===== config.mk =====
export PLATFORM = sky130hd
export DESIGN_NAME = uart_tx_fifo
export DESIGN_NICKNAME = d
export VERILOG_FILES = /design/src/rtl/uart_tx_fifo.sv
export SDC_FILE = /design/constraint.sdc
export NUM_CORES = 1
export LEC_CHECK = 0
export CAP_MARGIN = 20
export CORE_AREA = 2 2 114 105
export DETAILED_ROUTE_END_ITERATION = 10
export DIE_AREA = 0 0 116 107
export HOLD_SLACK_MARGIN = 0.05
export PLACE_DENSITY = 0.76
export SLEW_MARGIN = 20
export SYNTH_ARGS = -nofsm -noshare
export SYNTH_HDL_FRONTEND = slang
export SYNTH_SLANG_ARGS = --single-unit

===== constraint.sdc =====
create_clock -name Clock -period 1.9 [get_ports Clock]
set_input_delay 0.38 -clock Clock [delete_from_list [all_inputs] [get_ports Clock]]
set_output_delay 0.38 -clock Clock [all_outputs]
set_load 0.005 [all_outputs]

===== src/rtl/uart_tx_fifo.sv =====
// Transmit-side word queue for the UART: first-word-fall-through circular
// buffer with occupancy count and a sticky overflow flag.
module uart_tx_fifo #(
    parameter int WIDTH = 8,
    parameter int DEPTH = 16,
    parameter int CW    = $clog2(DEPTH) + 1
) (
    input  logic             Clock,
    input  logic             Reset,
    input  logic             WriteStrobe,
    input  logic [WIDTH-1:0] WrData,
    input  logic             ReadStrobe,
    input  logic             Flush,
    input  logic             ClearOverflow,
    output logic [WIDTH-1:0] RdData,
    output logic             Empty,
    output logic             Full,
    output logic [CW-1:0]    Count,
    output logic             Overflow
);

    localparam int AW = $clog2(DEPTH);

    logic [WIDTH-1:0] mem [DEPTH];
    logic [AW-1:0]    wptr;
    logic [AW-1:0]    rptr;
    logic [CW-1:0]    count;
    logic             empty_q;
    logic             full_q;
    logic             ovf_q;

    logic pop_ok;
    logic push_ok;
    logic drop;

    // A pop in the same cycle frees the slot a full-queue push needs.
    assign pop_ok  = ReadStrobe && !empty_q;
    assign push_ok = WriteStrobe && (!full_q || pop_ok);
    assign drop    = WriteStrobe && !push_ok;

    always_ff @(posedge Clock) begin
        if (!Reset) begin
            wptr    <= '0;
            rptr    <= '0;
            count   <= '0;
            empty_q <= 1'b1;
            full_q  <= 1'b0;
            ovf_q   <= 1'b0;
        end else begin
            if (Flush) begin
                wptr    <= '0;
                rptr    <= '0;
                count   <= '0;
                empty_q <= 1'b1;
                full_q  <= 1'b0;
            end else begin
                if (push_ok)
                    wptr <= wptr + 1'b1;
                if (pop_ok)
                    rptr <= rptr + 1'b1;
                case ({push_ok, pop_ok})
                    2'b10: begin
                        count   <= count + 1'b1;
                        empty_q <= 1'b0;
                        full_q  <= (count == CW'(DEPTH - 1));
                    end
                    2'b01: begin
                        count   <= count - 1'b1;
                        empty_q <= (count == CW'(1));
                        full_q  <= 1'b0;
                    end
                    default: begin
                        count   <= count;
                        empty_q <= empty_q;
                        full_q  <= full_q;
                    end
                endcase
            end
            // A drop in the same cycle as a clear leaves the flag set.
            if (drop)
                ovf_q <= 1'b1;
            else if (ClearOverflow)
                ovf_q <= 1'b0;
        end
    end

    // Storage carries no reset; stale words are never visible while empty.
    always_ff @(posedge Clock) begin
        if (Reset && !Flush && push_ok)
            mem[wptr] <= WrData;
    end

    assign RdData   = mem[rptr];
    assign Empty    = empty_q;
    assign Full     = full_q;
    assign Count    = count;
    assign Overflow = ovf_q;

endmodule


---- Word level (Yosys, flattened, before mapping) ----
Memories as Yosys holds them, arrays and structs flattened. A register that Yosys moved wholly into a read port is not among the register bits.
Cells that the tools add are included.
word-level totals
  memories ................................ 1
  output and inout bits ................... 16
  word-level logic and storage cells ...... 38
  RAM bits ................................ 128
  register bits ........................... 16
memory list
  name  words  width  read ports  clocked after memory_dff  write ports  line  RTL
  mem   16     8      1           1                         1            24    logic [WIDTH-1:0] mem [DEPTH];
cells by class
  equality and inequality tests ........... 4
  muxes and demuxes ....................... 9
  add/subtract/negate cells ............... 4
  reduce and logical (&&, ||, !) cells .... 13
  bitwise logic cells ..................... 1
operator list
  kind                                                                    count
  5-bit one-hot mux with 2 select lines                                   1
  4-bit by 1-bit adder with 4-bit output (second input constant)          2
  4-bit two-way mux                                                       2
  5-bit by 1-bit adder with 5-bit output (second input constant)          1
  5-bit by 1-bit equality test with 1-bit output (second input constant)  1
  5-bit by 4-bit equality test with 1-bit output (second input constant)  1
  1-bit logical AND                                                       5
  5-bit by 1-bit subtractor with 5-bit output (second input constant)     1
  1-bit logical NOT                                                       4
  1-bit two-way mux                                                       4
  1-bit one-hot mux with 2 select lines                                   2
  2-bit nonzero test                                                      2
  2-bit by 1-bit equality test with 1-bit output (second input constant)  1
  2-bit equality test (second input constant)                             1
  2-bit OR reduction                                                      1
  1-bit logical OR                                                        1
  1-bit NOT                                                               1

---- Logic depth before layout (Yosys ltp) ----
  depth in word-level cells ............... 7
  mapped depth ............................ 9
  depth with buffers taken out ............ 8

---- Worst setup path after synthesis ----
Ideal clock, no wire load.
  path type ............................... input -> register
  start point ............................. in ReadStrobe
  end point ............................... reg count[3] (netlist: Count[3])
  setup slack ............................. -0.115 ns
  cell stages on the path ................. 8
  path buffers ............................ 1
  library setup time ...................... 0.128 ns
  arrival ................................. 1.888 ns
  cell sequence ........................... or2b_2 > clkinv_1 > ha_1 > buf_4 > or4b_1 > a21oi_1 > xnor2_1 > nor2_1
on the way
  longest elaborated chain between the ends .. 5
RTL lines
  item                                                                                   line  RTL
  start, declared                                                                        12    input logic ReadStrobe,
  1-bit logical AND *                                                                    37    assign pop_ok = ReadStrobe && !empty_q;
  named net pop_ok                                                                       32    logic pop_ok;
  1-bit logical OR                                                                       38    assign push_ok = WriteStrobe && (!full_q || pop_ok);
  1-bit logical AND                                                                      38
  2-bit by 1-bit equality test with 1-bit output or 2-bit equality test (tied branches)  61    case ({push_ok, pop_ok})
  5-bit one-hot mux with 2 select lines or 2-bit nonzero test (tied branches)            --
  end signal, assigned                                                                   63    count <= count + 1'b1;
  end signal, assigned                                                                   68    count <= count - 1'b1;
  end signal, assigned                                                                   73    count <= count;
  end, declared                                                                          27    logic [CW-1:0] count;
The timed path passes the listed nets; every way through them passes the cells marked *.
A chain may end at the register's enable or synchronous reset.

==> metrics <==
crit-path max FO=7; Final HPWL DP=7.93 mm; Worst Reg-to-Reg Cells=6; H-tree Lvls=4; pre-CTS setup slack=-0.510 ns; critical path class=reg -> out; RSZ-0062 raised after global routing=yes; sw frac=0.220; Slew Limit Fails=0; Yosys reg bits=148; grt ovf=0; Hold Path End=Empty$_SDFFE_PP1P_; internal power=5.36 mW; CTS sink cnt=148; layout cells sized above 1=0.360; crit start category=register; Worst Hold Launch=Empty$_SDFFE_PP1P_; Multi-input gate area=0.00163 mm^2; total of warnings raised by yosys=0; first-pass GRT wire length=19.4 mm; clock root buffer=clkbuf_16; DRC viols=0; Die Width=116 um; IO Port Bufs=29; status=finished with violations; ys flop type=edfxtp_1; Max-Slew Margin vs Limit=0.560; first drt pass iteration count=5; fillers=726; Antenna Violating Nets Remaining=0; final setup fails=8; vias per cell=5.59; GRT Overall Usage=0.223; EDFF count, synth=128; clock share of power=0.449; gpl congestion=0.770; post-synthesis cell type count=41; setup ws final=-0.491 ns; worst min path class=reg -> reg; Max Freq=418 MHz; VDD IR max=622 uV; crit share post-route=1.26; Final Skew=0.00826 ns; Clock transition at path regs=0.06 ns; PD cells=921 mW/mm^2; sequential standard cell area=0.00425 mm^2; Starting DRT DRC Count=324; sequential fraction of design power=0.517; worst-margin pin slew=0.660 ns; hold path cells=1; logic gate share of total power=0.034; Seq/Total Area, Yosys=0.718; NumNets Final=437; Cells after Synth=324; TritonCTS buffer count=17; Core Rows=37; final wirelength=12.6 mm; Leak=2.50 nW; maxcap violations=0; chip height=107 um; worst r2r dst=mem[11][3]$_DFFE_PP_; Post-synth ARST share=0; n_diodes=0; die area=0.0124 mm^2; Worst Hold Margin=0.504 ns; initial antenna violation count=0; fin crit period=2.39 ns; later-pin clock latency in the skew report=0.42 ns; worst path required time=1.52 ns; critical path endpoint category=output pin; Core Area=0.0112 mm^2; CTS Buffer Depth=2; Wirelength per Cell=21.7 um; vias post-DR=3248; Syn Nets=349; CTS tree=yes; R2R setup slack=0.09 ns; Worst EP arrival=2.01 ns; I/O Pins=30; vias in the first global route=3402; Mapped Avg Cell Area=18.2 um^2; failing checks=negative setup slack; Syn Std Cell Area=0.00591 mm^2; starting density of the core=0.527; count of final hold-check violations=0; Area Overhead vs Synth=26.0%; largest net degree at the start of global routing=28; P_sw=1.51 mW; worst r2r src=Empty$_SDFFE_PP1P_
kinds of logic after synthesis:
family | Yosys count | synth area share
flops | 148 | 0.718
simple gates | 68 | 0.0540
mux | 34 | 0.130
compound gates | 32 | 0.0390
buf+inv | 23 | 0.0233
fa+ha+maj | 11 | 0.0233
xor+xnor | 8 | 0.0119
flip-flops by register name, indices dropped and copies added, names as in the netlist, named ones only:
name and flops:
Count 5, mem 128, Full 1, rptr 4, wptr 4, Overflow 1, Empty 1
critical path, stage by stage (launching register included):
cell,delay [ns]
dfxtp_4,0.39
buf_4,0.16
buf_16,0.14
mux4_2,0.51
a22oi_2,0.13
nand2_1,0.12
buf_2,0.15
repair_timing:
action                                  4_1_cts  5_1_grt
buffers inserted                              7        2
endpoints found under the setup margin        9       63
gates resized for setup                      62       13
pin swaps                                    17       11
hold buffers                                  0        0
cloned                                        2        0
cells in the mapped netlist, types with 2 or more instances:
master | number | area (um^2)
edfxtp_1 | 128 | 3840
nor2_1 | 32 | 120
mux4_2 | 24 | 541
dfxtp_1 | 20 | 400
a22oi_1 | 16 | 120
nand2_1 | 16 | 60.1
ha_1 | 11 | 138
inv_1 | 8 | 30.0
mux4_1 | 8 | 210
a21oi_1 | 6 | 30.0
xor2_1 | 5 | 43.8
buf_6 | 3 | 33.8
clkdlybuf4s25_2 | 3 | 30.0
nor2b_1 | 3 | 18.8
xnor2_1 | 3 | 26.3
and3_1 | 2 | 12.5
buf_1 | 2 | 7.51
buf_2 | 2 | 10.0
buf_4 | 2 | 15.0
clkbuf_1 | 2 | 7.51
mux2i_1 | 2 | 20.0
nand2b_1 | 2 | 12.5
nand4b_1 | 2 | 17.5
nor3_1 | 2 | 10.0
o211ai_1 | 2 | 15.0
o21ai_0 | 2 | 10.0
or3_1 | 2 | 12.5
metrics by stage:
| step | TNS (ns) | power, mW | area [um^2] | util | std cells |
|---|---|---|---|---|---|
| 2_1_floorplan | -1.12 | 3.71 | 5930 | - | 324 |
| 3_3_place_gp | -43.71 | 3.83 | 6730 | 0.601 | 541 |
| 3_5_place_dp | -51.63 | 3.84 | 6730 | 0.601 | 541 |
| 4_1_cts | -3.83 | 6.90 | 7440 | 0.665 | 582 |
| 5_1_grt | -4.21 | 7.06 | 7450 | 0.665 | 581 |
| 6_report | -3.70 | 6.86 | 7450 | 0.665 | 581 |
power by group through the flow:
stage	sequential, mW	combinational, mW	clock, mW
finish	3.55	0.232	3.08
floorplan	3.62	0.0913	0
CTS	3.55	0.232	3.12
global placement	3.62	0.208	0
global route	3.55	0.254	3.26
detailed placement	3.62	0.218	0
worst max-delay path by stage:
| stage | depth (start not counted) | to | slack, ns | from |
|---|---|---|---|---|
| 2_1_floorplan | 4 | mem[11][0]$_DFFE_PP_ | -0.03 | Flush |
| 3_3_place_gp | 8 | Count[3]$_SDFFE_PP0P_ | -0.44 | ReadStrobe |
| 3_5_place_dp | 8 | Count[3]$_SDFFE_PP0P_ | -0.51 | ReadStrobe |
| 4_1_cts | 7 | RdData[6] | -0.54 | register |
| 5_1_grt | 6 | RdData[4] | -0.55 | register |
| 6_report | 6 | RdData[7] | -0.49 | register |
cells in the final DEF (no fill, tap or decap), types with 9 or more instances in the layout:
cell,synthesis,routed
nand2_1,16,16
dfxtp_1,20,18
mux4_2,24,31
nor2_1,32,29
ha_1,11,9
buf_4,2,42
clkbuf_16,0,17
edfxtp_1,128,128
a22oi_2,0,15
clkdlybuf4s50_1,0,20
final cells by class:
class	instances	area share
Clock inverter	14	0.0163
Sequential cell	148	0.570
Timing Repair Buffer	83	0.105
Inverter	9	0.00521
Clock buffer	18	0.0576
Tap cell	156	0.0262
Multi-Input combinational cell	153	0.219
metal layers:
metal | routed length [um] | share of wire | vias up | global-route usage
met2 | 6610 | 0.52 | 126 | 0.380
met3 | 866 | 0.069 | 21 | 0.0707
li1 | - | - | 1451 | -
met5 | 0 | 0 | - | 0
met4 | 266 | 0.021 | 0 | 0.0578
met1 | 4880 | 0.39 | 1650 | 0.278
Power figures use the tool's default switching activity.
